**src/rtl/if_stage.sv**
```systemverilog
// Instruction fetch: PC register, IF/ID pipeline register and fetch counter.
// Optional backward-branch static prediction under IF_STATIC_PREDICT_EN.
module if_stage #(
  parameter logic [31:0] RESET_PC   = 32'h0000_0000,
  parameter int          IMEM_WORDS = 256
) (
  input  logic        Clock,
  input  logic        Reset_n,
  input  logic        Stall,
  input  logic        Flush,
  input  logic        Redirect_Valid,
  input  logic [31:0] Redirect_PC,
  output logic [31:0] Imem_Addr,
  input  logic [31:0] Imem_Rdata,
  output logic        IfId_Valid,
  output logic [31:0] IfId_Instr,
  output logic [31:0] IfId_PC4,
  output logic        IfId_PredTaken,
  output logic [31:0] Fetch_Count
);

  logic [31:0] pc;
  logic [31:0] pc4;
  logic [31:0] pc_next;
  logic [31:0] word_idx;
  logic        in_range;
  logic        squash;
  logic        take;
  logic        pred;
  logic [31:0] pred_target;

  assign Imem_Addr = pc;
  assign pc4       = pc + 32'd4;
  assign word_idx  = {2'b00, pc[31:2]};
  assign in_range  = word_idx < 32'(IMEM_WORDS);
  assign squash    = Redirect_Valid | Flush;
  assign take      = ~squash & ~Stall;

`ifdef IF_STATIC_PREDICT_EN
  logic is_br;
  logic [31:0] br_off;

  assign is_br = (Imem_Rdata[31:26] == 6'b000100)
              || (Imem_Rdata[31:26] == 6'b000101);
  assign pred  = is_br & Imem_Rdata[15] & in_range
               & ~Stall & ~Redirect_Valid;
  assign br_off = {{14{Imem_Rdata[15]}},
                   Imem_Rdata[15:0], 2'b00};
  assign pred_target = pc4 + br_off;
`else
  assign pred        = 1'b0;
  assign pred_target = pc4;
`endif

  // Next-PC select: redirect, then stall hold, then prediction, else PC+4.
  always_comb begin
    pc_next = pc4;
    if (Redirect_Valid)
      pc_next = Redirect_PC;
    else if (Stall)
      pc_next = pc;
    else if (pred)
      pc_next = pred_target;
  end

  // PC register; every load is forced word-aligned.
  always_ff @(posedge Clock or negedge Reset_n) begin
    if (!Reset_n)
      pc <= RESET_PC;
    else
      pc <= pc_next & 32'hFFFF_FFFC;
  end

  // IF/ID register: squash to a bubble, hold on stall, else capture.
  always_ff @(posedge Clock or negedge Reset_n) begin
    if (!Reset_n) begin
      IfId_Valid     <= 1'b0;
      IfId_Instr     <= 32'h0;
      IfId_PC4       <= 32'h0;
      IfId_PredTaken <= 1'b0;
    end else if (squash) begin
      IfId_Valid     <= 1'b0;
      IfId_Instr     <= 32'h0;
      IfId_PredTaken <= 1'b0;
    end else if (!Stall) begin
      IfId_Valid     <= in_range;
      IfId_Instr     <= in_range ? Imem_Rdata : 32'h0;
      IfId_PC4       <= pc4;
      IfId_PredTaken <= pred;
    end
  end

  // Count every edge that captures a valid instruction.
  always_ff @(posedge Clock or negedge Reset_n) begin
    if (!Reset_n)
      Fetch_Count <= 32'h0;
    else if (take && in_range)
      Fetch_Count <= Fetch_Count + 32'd1;
  end

endmodule

```
**config.mk**
```make
export PLATFORM = sky130hd
export DESIGN_NAME = if_stage
export DESIGN_NICKNAME = d
export VERILOG_FILES = /design/src/rtl/if_stage.sv
export SDC_FILE = /design/constraint.sdc
export NUM_CORES = 1
export LEC_CHECK = 0
export BUFFER_PORTS_ARGS = -buffer_cell sky130_fd_sc_hd__buf_4
export CAP_MARGIN = 20
export CORE_ASPECT_RATIO = 0.5
export CORE_MARGIN = 2
export CORE_UTILIZATION = 50
export CTS_BUF_LIST = sky130_fd_sc_hd__clkbuf_4 sky130_fd_sc_hd__clkbuf_8
export DETAILED_ROUTE_END_ITERATION = 10
export PLACE_DENSITY = 0.79
export SETUP_SLACK_MARGIN = 0.5
export SLEW_MARGIN = 5
export SYNTH_ARGS = -nofsm -noshare
export SYNTH_HDL_FRONTEND = slang
export SYNTH_SLANG_ARGS = --single-unit
```
**constraint.sdc**
```tcl
create_clock -name Clock -period 4.45 [get_ports Clock]
set_input_delay 0.445 -clock Clock [delete_from_list [all_inputs] [get_ports Clock]]
set_output_delay 0.445 -clock Clock [all_outputs]
set_load 0.01 [all_outputs]
```
==> summary.md <==
| Metric | Value |
|---|---|
| Run status | finished, final reports clean |
| Final worst hold slack | 0.122 ns |
| Synth unique cells | 43 |
| Share of flip-flops with an asynchronous set or reset after synthesis | 100% |
| Floorplan die width | approximately 160 µm |
| Number of failing setup endpoints in the final timing report | 0 |
| Worst r2r path cells | 6 |
| Standby leakage power | 0.00374 µW |
| Number of global-route vias before repair | 4,762 |
| Final worst clock skew | about 0.013 ns |
| Max Freq | 385 MHz |
| Count of hold buffers inserted by post-cts repair | 0 |
| Relative slew margins | 39.9% |
| Total placed cells including tap cells | 893 |
| Least-Margin Pin Slew | 0.894 ns |
| Die area | 13,100 µm² |
| Mapped Area | just over 6000 µm² |
| Critical path arrival | 2.94 ns |
| Count of final max-slew check failures | 0 |
| Overall fraction of global-route tracks in use | 23.6% |
| Antenna diode count | 0 |
| CTS Root Buffer Type | clkbuf_8 |
| Maximum level of the CTS H-tree | 4 |
| Number of register bits inferred by synthesis | ~130 |
| Most common library cell in the layout ignoring fill and taps | buf_4 |
| TNS Setup | 0 ns |
| Fraction of layout instances using a drive strength above 1 | 33.8% |
| Count of placed standard cells in the final layout, fillers left out | 925 |
| Yosys warning count | 0 |
| Die Y | 82.0 µm |
| Inserted Clock Buffers | 17 |
| Routed WL per cell | ~17 µm |
| Worst reg2reg endpoint | Fetch_Count[6] |
| Initial cell density of the core | between 50% and 60% |
| Peak fanout along the critical path | 30 |
| Overall routed net length | 15,500 µm |
| IO Port Bufs | ~190 |
| Latest clock arrival within the worst-skew pair | 0.43 ns |
| Worst setup path start | Imem_Addr[16] |
| First-pass GRT wire length | about 24,000 µm |
| TritonRoute pass-1 iters | 5 |
| Post-DP HPWL | 10,500 µm |
| Final hold vios | 0 |
| Mean cell area of the mapped netlist | 10.7 µm² |
| Number of nets in the layout | 818 |
| Type of origin of the critical path | flop |
| Sort of element at the end of the critical path | flop |
| Number of standard cells after synthesis | 569 |
| Area Overhead vs Synth | 31.2% |
| Post-CTS sizing | 0 |
| Antenna violations before repair | 0 |
| Power per cell area | about 350 nW/µm² |
| DRC violation count after routing | 0 |
| VDD IR max | just under 0.2 mV |
| Clock Tree Buf Depth | 2 |
| Number of nets with antenna violations after routing | 0 |
| CTS tree | yes |
| Endpoint of the most critical setup path | Fetch_Count[6] |
| Mean number of vias per cell | 5.37 |
| Register-to-register setup slack | 1.86 ns |
| Clock sink count | 125 |
| Most frequent cells in the layout | 196 x buf_4, 125 x dfrtp_1, 54 x nand2_1 |
| Sequential fraction of the synthesis area | 51.4% |
| Unrepaired setup endpoints after global routing | no |
| Worst Hold Class | input port to asynchronous set/reset pin |
| Pin count of the biggest net entering global routing | 65 |
| Placer Congestion | 0.798 |
| Worst path slowest cell | dfrtp_1 |
| Overflow left after global routing | 0 |
| Max-cap violations | 0 |
| Cells along the critical path | nor4_4 > nand3_4 > nor2_2 > buf_4 > and4_1 > xor2_1 |
| Total I/O pin count | 199 |
| Core footprint | around 12,000 µm² |
| Post-CTS setup-driven buffer insertion count | 0 |
| Final worst-path cycle share | 58.3% |
| Count of flip-flops with a built-in enable after synthesis | 0 |
| RR Startpoint | Imem_Addr[16] |
| Detailed Route Iter0 Violations | 376 |
| Crit-path max cell delay | 0.55 ns |
| Vias post-DR | 4,963 |
| Post-layout min period | 2.59 ns |
| Clock-pin slew on the worst setup and hold paths | roughly 0.080 ns |
| Total number of placement rows | 28 |
| Top FF cell, synth | dfrtp_1 |
| Required time of the worst setup path | roughly 4.8 ns |
| CP Class | flop to flop |
==> worst min-delay path by stage <==
stage | end | cells after the start | slack (ns)
2_1_floorplan | Fetch_Count[0] | 0 | 0.15
3_3_place_gp | Fetch_Count[31] | 1 | 0.46
3_5_place_dp | IfId_Valid | 1 | 0.47
4_1_cts | Imem_Addr[5] | 1 | 0.13
5_1_grt | IfId_PC4[6] | 1 | 0.17
6_report | IfId_PC4[6] | 1 | 0.12
==> worst max-delay path: cells and delay by family (launching register included) <==
family        cells  cell delay, ns
simple gates      4            1.39
xor+xnor          1            0.15
flops             1            0.55
buf+inv           1            0.42
==> kinds of logic after synthesis <==
group	count (synthesis)	share of synthesized area, %
muxes	4	0.698
and+or+nand+nor	212	21.4
AOI/OAI and AO/OA	92	9.59
adders and majority gates	2	0.411
buffers and inverters	46	3.98
xor gates and xnor gates	87	12.5
other	1	0.0616
DFF	125	51.4
==> registers in the layout (all words and copies together), names as in the netlist <==
name         count
IfId_Valid       1
IfId_PC4        30
IfId_Instr      32
Fetch_Count     32
Imem_Addr       30
==> final cells by class <==
type                    count  area [µm²]
clock buffers              22         284
well taps                 165         206
repair buffers            196        1470
fillers                   948        3850
clock inverters            10         139
multi-input cells         402        2750
flip-flops and latches    125        3130
inverters                   5        18.8
==> metal layers <==
layer  vias up  global-route usage [%]  share of wire, %
met2       154                    39.9                49
met3        21                    6.06               5.4
li1       2343                       -                 -
met4         0                    7.39               1.3
met5         -                       0                 0
met1      2445                    30.6                44
==> synthesized netlist by cell type (all sizes together), types with 10 or more instances <==
library cell | count | area [µm²]
dfrtp | 125 | 3130
a21oi | 27 | 135
xor2 | 40 | 350
buf | 24 | 160
nand4 | 23 | 159
nor4 | 15 | 239
and3 | 12 | 75.1
xnor2 | 47 | 412
a22o | 32 | 280
nand3 | 35 | 203
nand2 | 55 | 209
nor3 | 12 | 86.3
nor2 | 38 | 148
o21ai | 31 | 155
clkbuf | 17 | 63.8
and4 | 10 | 87.6
==> power by group <==
group	total [µW]	internal, µW	switching (µW)
combinational	416	208	208
sequential	1310	1210	92.9
clock	1070	602	466
==> per-stage QoR <==
step           setup slack (ns)  power [µW]  utilization (%)  instance area (µm²)
3_5_place_dp               1.83        1750             63.9                 7570
4_1_cts                    1.86        2810             67.5                 7990
2_1_floorplan              2.54        1510                -                 6110
5_1_grt                    1.69        2910             67.5                 7990
3_3_place_gp               1.86        1730             63.9                 7570
6_report                   1.86        2790             67.5                 7990
No activity file was read; power rests on OpenSTA's default activity.
